$ cat config.mk
export PLATFORM = sky130hd
export DESIGN_NAME = ram_subband_reader
export DESIGN_NICKNAME = d
export VERILOG_FILES = /design/src/rtl/img_coder_pkg.sv /design/src/rtl/subband_addr_gen.sv /design/src/rtl/ram_subband_reader.sv
export SDC_FILE = /design/constraint.sdc
export NUM_CORES = 1
export LEC_CHECK = 0
export CORE_ASPECT_RATIO = 1.1
export CORE_MARGIN = 2
export CORE_UTILIZATION = 53
export DETAILED_ROUTE_END_ITERATION = 12
export HOLD_SLACK_MARGIN = 0.02
export MAX_ROUTING_LAYER = met4
export PLACE_DENSITY_LB_ADDON = 0.3
export SLEW_MARGIN = 40
export SYNTH_ARGS = -nofsm -noshare
export SYNTH_HDL_FRONTEND = slang
export SYNTH_HIERARCHICAL = 1
export SYNTH_SLANG_ARGS = --single-unit
export TNS_END_PERCENT = 20
$ cat constraint.sdc
create_clock -name clk -period 7 [get_ports clk]
set_input_delay 1.4 -clock clk [delete_from_list [all_inputs] [get_ports clk]]
set_output_delay 1.4 -clock clk [all_outputs]
set_load 0.01 [all_outputs]
$ cat src/rtl/img_coder_pkg.sv
// Shared image-coder types: subband kinds, reader FSM states, geometry helpers.
// No logic; imported by the subband reader and its address generator.
package img_coder_pkg;

  typedef enum logic [1:0] {
    SB_LL = 2'd0,
    SB_HL = 2'd1,
    SB_LH = 2'd2,
    SB_HH = 2'd3
  } sb_kind_e;

  typedef enum logic [2:0] {
    ST_IDLE    = 3'd0,
    ST_ISSUE   = 3'd1,
    ST_DRAIN   = 3'd2,
    ST_PRESENT = 3'd3,
    ST_DONE    = 3'd4
  } rd_state_e;

  function automatic int nsb_f(input int levels);
    return 3 * levels + 1;
  endfunction

  function automatic int sb_w_f(input int levels);
    return $clog2(3 * levels + 1);
  endfunction

  function automatic int addr_w_f(input int img_log2);
    return 2 * img_log2;
  endfunction

endpackage

$ cat src/rtl/subband_addr_gen.sv
// Walks the Mallat layout subband by subband (coarsest first), raster inside each.
// Latency: outputs describe the current coefficient combinationally; step advances one.
// Backpressure: none internally, the caller only pulses step when it consumes an address.
module subband_addr_gen
  import img_coder_pkg::*;
#(
  parameter int IMG_LOG2 = 6,
  parameter int LEVELS   = 3
) (
  input  logic                          clk,
  input  logic                          rst,
  input  logic                          step,
  output logic [addr_w_f(IMG_LOG2)-1:0] address,
  output logic [sb_w_f(LEVELS)-1:0]     subband,
  output logic                          sb_last,
  output logic                          frame_last
);

  localparam int NSB  = nsb_f(LEVELS);
  localparam int SB_W = sb_w_f(LEVELS);
  localparam int SH_W = $clog2(IMG_LOG2 + 1);
  localparam logic [SH_W-1:0]     SH_TOP = SH_W'(IMG_LOG2 - LEVELS);
  localparam logic [IMG_LOG2-1:0] ONE    = IMG_LOG2'(1);
  localparam logic [SB_W-1:0]     SB_END = SB_W'(NSB - 1);

  sb_kind_e            kind;
  logic [SH_W-1:0]     sh;
  logic [SB_W-1:0]     sb;
  logic [IMG_LOG2-1:0] r, c;
  logic [IMG_LOG2-1:0] side, side_m1, row, col;

  // sh is log2 of the current subband side; it grows by one each time HH hands over to the next finer level.
  always_comb begin
    side    = ONE << sh;
    side_m1 = side - ONE;
    row     = r;
    col     = c;
    if (kind == SB_LH || kind == SB_HH) row = r + side;
    if (kind == SB_HL || kind == SB_HH) col = c + side;
  end

  assign address    = {row, col};
  assign subband    = sb;
  assign sb_last    = (r == side_m1) && (c == side_m1);
  assign frame_last = sb_last && (sb == SB_END);

  always_ff @(posedge clk) begin
    if (rst) begin
      kind <= SB_LL;
      sh   <= SH_TOP;
      sb   <= '0;
      r    <= '0;
      c    <= '0;
    end else if (step) begin
      if (c != side_m1) begin
        c <= c + ONE;
      end else begin
        c <= '0;
        if (r != side_m1) begin
          r <= r + ONE;
        end else begin
          r <= '0;
          if (frame_last) begin
            kind <= SB_LL;
            sh   <= SH_TOP;
            sb   <= '0;
          end else begin
            sb <= sb + SB_W'(1);
            case (kind)
              SB_LL:   kind <= SB_HL;
              SB_HL:   kind <= SB_LH;
              SB_LH:   kind <= SB_HH;
              default: begin
                kind <= SB_HL;
                sh   <= sh + SH_W'(1);
              end
            endcase
          end
        end
      end
    end
  end

endmodule

$ cat src/rtl/ram_subband_reader.sv
// Reads a finished DWT frame from coefficient RAM and hands it out as lane groups per subband.
// Latency: group presented RD_LAT+1 cycles after its last read issues; one read per cycle.
// Backpressure: group held stable while bitplane_code_ready is low; no reads issue meanwhile.
module ram_subband_reader
  import img_coder_pkg::*;
#(
  parameter int DATA_W   = 16,
  parameter int IMG_LOG2 = 6,
  parameter int LEVELS   = 3,
  parameter int LANES    = 9,
  parameter int RD_LAT   = 1
) (
  input  logic                          clk,
  input  logic                          rst,
  input  logic                          wavelet_end,
  output logic                          ram_rd_en,
  output logic [addr_w_f(IMG_LOG2)-1:0] ram_read_address,
  input  logic [DATA_W-1:0]             ram_data_input,
  output logic [LANES*DATA_W-1:0]       lane_data,
  output logic [$clog2(LANES+1)-1:0]    lane_count,
  output logic [sb_w_f(LEVELS)-1:0]     subband,
  output logic                          group_valid,
  input  logic                          bitplane_code_ready,
  output logic                          sb_last,
  output logic                          frame_last,
  output logic                          busy
);

  localparam int ADDR_W = addr_w_f(IMG_LOG2);
  localparam int SB_W   = sb_w_f(LEVELS);
  localparam int LC_W   = $clog2(LANES + 1);
  localparam int LI_W   = (LANES > 1) ? $clog2(LANES) : 1;
  localparam logic [LC_W-1:0] LC_ONE  = LC_W'(1);
  localparam logic [LC_W-1:0] LC_FULL = LC_W'(LANES);

  rd_state_e         state;
  logic [DATA_W-1:0] lanes_q [LANES];
  logic [LC_W-1:0]   issue_cnt, ret_cnt;
  logic [LI_W-1:0]   rd_lane;
  logic              tag_vld  [RD_LAT];
  logic [LI_W-1:0]   tag_lane [RD_LAT];

  logic [ADDR_W-1:0] gen_addr;
  logic [SB_W-1:0]   gen_sb;
  logic              gen_sb_last, gen_frame_last;
  logic              accept, start_grp, issue_more, ret_hit, ret_done, gen_step;

  // sb_last tracks the read currently on the bus, so it also closes a group at the subband edge.
  assign accept     = (state == ST_PRESENT) && bitplane_code_ready;
  assign start_grp  = ((state == ST_IDLE) && wavelet_end) || (accept && !frame_last);
  assign issue_more = (state == ST_ISSUE) && (issue_cnt != LC_FULL) && !sb_last;
  assign gen_step   = start_grp || issue_more;
  assign ret_hit    = tag_vld[RD_LAT-1];
  assign ret_done   = ret_hit && ((ret_cnt + LC_ONE) == issue_cnt);
  assign lane_count = issue_cnt;

  always_comb begin
    lane_data = '0;
    for (int i = 0; i < LANES; i++) lane_data[i*DATA_W +: DATA_W] = lanes_q[i];
  end

  subband_addr_gen #(
    .IMG_LOG2 (IMG_LOG2),
    .LEVELS   (LEVELS)
  ) u_addr_gen (
    .clk        (clk),
    .rst        (rst),
    .step       (gen_step),
    .address    (gen_addr),
    .subband    (gen_sb),
    .sb_last    (gen_sb_last),
    .frame_last (gen_frame_last)
  );

  always_ff @(posedge clk) begin
    if (rst) begin
      state            <= ST_IDLE;
      ram_rd_en        <= 1'b0;
      ram_read_address <= '0;
      group_valid      <= 1'b0;
      subband          <= '0;
      sb_last          <= 1'b0;
      frame_last       <= 1'b0;
      busy             <= 1'b0;
      issue_cnt        <= '0;
      ret_cnt          <= '0;
      rd_lane          <= '0;
      for (int i = 0; i < LANES; i++) lanes_q[i] <= '0;
      for (int i = 0; i < RD_LAT; i++) begin
        tag_vld[i]  <= 1'b0;
        tag_lane[i] <= '0;
      end
    end else begin
      // Each read carries its lane index down a pipe as deep as the RAM latency.
      tag_vld[0]  <= ram_rd_en;
      tag_lane[0] <= rd_lane;
      for (int i = 1; i < RD_LAT; i++) begin
        tag_vld[i]  <= tag_vld[i-1];
        tag_lane[i] <= tag_lane[i-1];
      end

      if (ret_hit) begin
        lanes_q[tag_lane[RD_LAT-1]] <= ram_data_input;
        ret_cnt <= ret_cnt + LC_ONE;
      end

      case (state)
        ST_IDLE: begin
          if (wavelet_end) busy <= 1'b1;
        end
        ST_ISSUE: begin
          if (!issue_more) begin
            ram_rd_en <= 1'b0;
            state     <= ST_DRAIN;
          end
        end
        ST_DRAIN: begin
          if (ret_done) begin
            group_valid <= 1'b1;
            state       <= ST_PRESENT;
          end
        end
        ST_PRESENT: begin
          if (accept) begin
            group_valid <= 1'b0;
            if (frame_last) state <= ST_DONE;
          end
        end
        ST_DONE: begin
          busy  <= 1'b0;
          state <= ST_IDLE;
        end
        default: state <= ST_IDLE;
      endcase

      if (start_grp) begin
        state            <= ST_ISSUE;
        ram_rd_en        <= 1'b1;
        ram_read_address <= gen_addr;
        subband          <= gen_sb;
        sb_last          <= gen_sb_last;
        frame_last       <= gen_frame_last;
        issue_cnt        <= LC_ONE;
        ret_cnt          <= '0;
        rd_lane          <= '0;
        for (int i = 0; i < LANES; i++) lanes_q[i] <= '0;
      end else if (issue_more) begin
        ram_rd_en        <= 1'b1;
        ram_read_address <= gen_addr;
        sb_last          <= gen_sb_last;
        frame_last       <= gen_frame_last;
        issue_cnt        <= issue_cnt + LC_ONE;
        rd_lane          <= LI_W'(issue_cnt);
      end
    end
  end

endmodule

==> results.json <==
{
  "switching_share": 0.228,
  "drt.antenna.violating_nets": 0,
  "run_status": "completed",
  "cell_repeated_most_along_the_worst_path": "inv_1",
  "drcViolationCount": 0,
  "global_route_wire_length_before_repair_um": 33300,
  "drt-wirelength-per-cell_um": 18.4,
  "fmax_mhz": 236,
  "leakagePower_nw": 4.62,
  "synth_adder_area_share": 0.0404,
  "yosys_register_bits": 206,
  "r2r_end": "u_addr_gen/sh[2]$_SDFFE_PP0P_",
  "area_delta_synth_final_pct": 29.7,
  "num_rows": 50,
  "initialDrtViolationCount": 544,
  "syn-cell-area_um2": 9350,
  "synth_mux_area_frac": 0.0309,
  "synth-compound-area-share": 0.0498,
  "layout.cells.most_common": "clkdlybuf4s50_1",
  "power.density_nw_per_um2": 226,
  "fin_worst_skew_ps": 14.9,
  "cpLargestDelayFamily": "simple AND/OR/NAND/NOR gates",
  "cts_max_path_buffers": 3,
  "worstPathArrival_ps": 4620,
  "fp.dieH_um": 143,
  "crit_path_max_incr_delay_ps": 440,
  "netlist_instances": 752,
  "synth_fp_nets": 801,
  "postSynth.asyncResetShare": 0,
  "count_of_flip_flops_with_a_built_in_enable_after_synthesis": 144,
  "io_pins": 189,
  "maxCapViolations": 0,
  "cts_tree": "yes",
  "dominant_combinational_cell_family_by_area_after_synthesis": "simple AND/OR/NAND/NOR gates",
  "r2r_slack_ps": 3350,
  "die_width_um": 131,
  "dp_worst_setup_slack_ps": 2310,
  "cts_max_level": 1,
  "synth_area_per_cell_um2": 12.4,
  "gr-usage-all-layers": 0.237,
  "ctsResizeCount": 0,
  "path_max_fanout": 20,
  "power.clock.fraction": 0.402,
  "finish.utilization": 0.708,
  "rsz_0062_raised_after_global_routing": "no",
  "setup_tns_ps": 0,
  "yosys.area_share.simple": 0.223,
  "worstHoldStart": "rd_lane[1]$_SDFFE_PP0P_",
  "antenna_found_initial": 0,
  "critPathKind": "primary input to flip-flop",
  "cts_hold_buf": 0,
  "drt_pass1_iterations": 5,
  "route.vias.total": 6444,
  "fin_ws_ps": 2750,
  "post-layout-total-power_mw": 2.74,
  "initial_core_util": 0.546,
  "finalNetCount": 991,
  "post-synth-top-area-fraction": 0.462,
  "cts_post_setup_buffers_inserted": 0,
  "crit_cells": 11,
  "power.combinational.fraction": 0.093,
  "yosysTopAreaCell": "edfxtp_1",
  "endpoint_kind": "flip-flop",
  "synth-seq-area-share": 0.595,
  "root_buffer": "clkbuf_16",
  "cts.sinks": 206,
  "clk_latency_ps": 490,
  "period_share": 0.606,
  "port-buffer-count": 188,
  "seq_cell_area_um2": 5570,
  "worstMarginPinSlew_ps": 822,
  "multiInputGateArea_um2": 3550,
  "worstPathCellList": "clkdlybuf4s50_1 -> or3b_4 -> a21oi_4 -> buf_4 -> nor2_4 -> inv_1 -> inv_1 -> nor3_1 -> and4_1 -> nand2b_1 -> mux2_2",
  "reg2reg_depth": 10,
  "placeableCoreArea_um2": 17100,
  "finalWorstPathRequiredPeriod_ps": 4250,
  "gp_congestion": 0.879,
  "setup-violations-final": 0,
  "crit_required_ps": 7370,
  "switching_power_mw": 0.626,
  "final_layout_size_suffix_gt1_frac": 0.0794,
  "critical_path.n_buffers_inverters": 4,
  "final_hold_viol_count": 0,
  "final_cell_mix": "clkdlybuf4s50_1, and2_1, edfxtp_1",
  "internal_power_mw": 2.12,
  "drt_wl_total_um": 21900,
  "worstHoldEndpoint": "rd_lane[1]$_SDFFE_PP0P_",
  "numCtsBuffers": 22,
  "hpwl_um": 15300,
  "timing.critical_path.from_type": "primary input",
  "yosys_warnings": 6,
  "cts.reportedPaths.clkPinSlew_ps": 60,
  "max_slew_margin": 0.448,
  "die-area_um2": 18700,
  "synth_cell_type_count": 71,
  "number_of_inserted_filler_cells_in_the_final_layout": 1233,
  "grt_max_degree": 78,
  "antenna_cells_inserted": 0,
  "yosys-top-cells-area": "edfxtp_1, dfxtp_1, and2_1",
  "min_delay_path_depth": 2,
  "hp-class": "flip-flop to flip-flop",
  "seqPwrFrac": 0.506,
  "r2r_start": "u_addr_gen/sh[1]$_SDFFE_PP1P_",
  "vdd_drop_max_uv": 149,
  "slowest_stage": "clkdlybuf4s50_1",
  "viasPerCell": 5.41,
  "top_flip_flop_cell_by_instance_count_after_synthesis": "edfxtp_1",
  "grt_pass1_vias": 6033,
  "overflow": 0,
  "timing_max_transition_violations_final": 0,
  "synthesized_area_fraction_occupied_by_xor_and_xnor_cells": 0.0345
}
cell type report:
cell class	instances	area share
Inverter	22	0.00680
Sequential cell	206	0.459
Multi-Input combinational cell	492	0.293
Clock buffer	28	0.0516
Timing Repair Buffer	198	0.161
Clock inverter	11	0.00536
Tap cell	234	0.0241
cell usage after synthesis, types with 4 or more instances:
cell type and number:
clkbuf_1 18, and2_1 147, edfxtp_1 144, nor2_1 26, nand2b_1 34, xnor2_1 19, dfxtp_1 62, nor4_1 4
nand4b_1 5, nand4_1 6, ha_1 27, o21ai_0 21, nand3_1 11, nor3_4 4, nor3_1 18, a31oi_1 5
mux2_2 7, a21o_1 4, nand2_1 31, a211oi_1 5, buf_2 6, mux2i_1 21, a21oi_1 16, inv_1 22
nor2b_1 9, xor2_1 16
logic make-up (layout without fill, tap and decap cells):
| family | after synthesis | count (layout) |
|---|---|---|
| xor+xnor | 36 | 36 |
| compound gates | 70 | 70 |
| mux | 28 | 28 |
| flops | 206 | 206 |
| fa+ha+maj | 29 | 29 |
| simple gates | 329 | 329 |
| buf+inv | 54 | 259 |
metal layers:
| metal | global-route usage | routed length, um | up-vias |
|---|---|---|---|
| met5 | - | 0 | - |
| li1 | - | - | 3034 |
| met1 | 0.294 | 8740 | 3102 |
| met2 | 0.402 | 11000 | 265 |
| met3 | 0.0357 | 1620 | 43 |
| met4 | 0.0750 | 586 | 0 |
flip-flops by register name, indices dropped and copies added, names as in the netlist, 2 cells and up:
name	count
lane_count	4
tag_lane	4
lanes_q	144
u_addr_gen/r	6
state	3
ret_cnt	4
u_addr_gen/subband	4
u_addr_gen/c	6
ram_read_address	12
u_addr_gen/sh	3
subband	4
rd_lane	4
u_addr_gen/kind	2
worst reg2reg max path: stages, from the launching register on:
cell and delay (ps):
dfxtp_1 330, inv_1 100, ha_1 290, nand2_1 230, ha_1 350, nor4bb_1 190
a211oi_2 340, xor2_1 360, nand4_2 420, or4_4 660, a32o_1 260
power by group through the flow:
stage               clock (mW)  sequential, mW  combinational, mW
global route              1.17            1.39              0.271
detailed placement           0            1.41              0.255
global placement             0            1.41              0.251
finish                    1.10            1.39              0.254
CTS                       1.12            1.39              0.256
floorplan                    0            1.44             0.0769
per-stage QoR:
stage / instance area [um^2] / std cells / hold WS (ps)
detailed placement: 11400 / 1152 / 447
CTS: 12100 / 1191 / 456
global placement: 11400 / 1152 / 443
floorplan: 9350 / 752 / 429
finish: 12100 / 1191 / 452
global route: 12100 / 1191 / 478
worst max-delay path by stage:
stage	start	to	slack, ps
final	wavelet_end	u_addr_gen/kind[1]$_SDFFE_PP0P_	2750
after detailed placement	wavelet_end	u_addr_gen/subband[0]$_SDFFE_PP0P_	2310
after global routing	wavelet_end	u_addr_gen/kind[1]$_SDFFE_PP0P_	2550
after CTS	wavelet_end	u_addr_gen/kind[1]$_SDFFE_PP0P_	2830
after global placement	wavelet_end	u_addr_gen/subband[1]$_SDFFE_PP0P_	2430
after floorplan	rst	lanes_q[1][0]$_SDFFCE_PN0P_	3320
(Power assumes the default switching activity.)
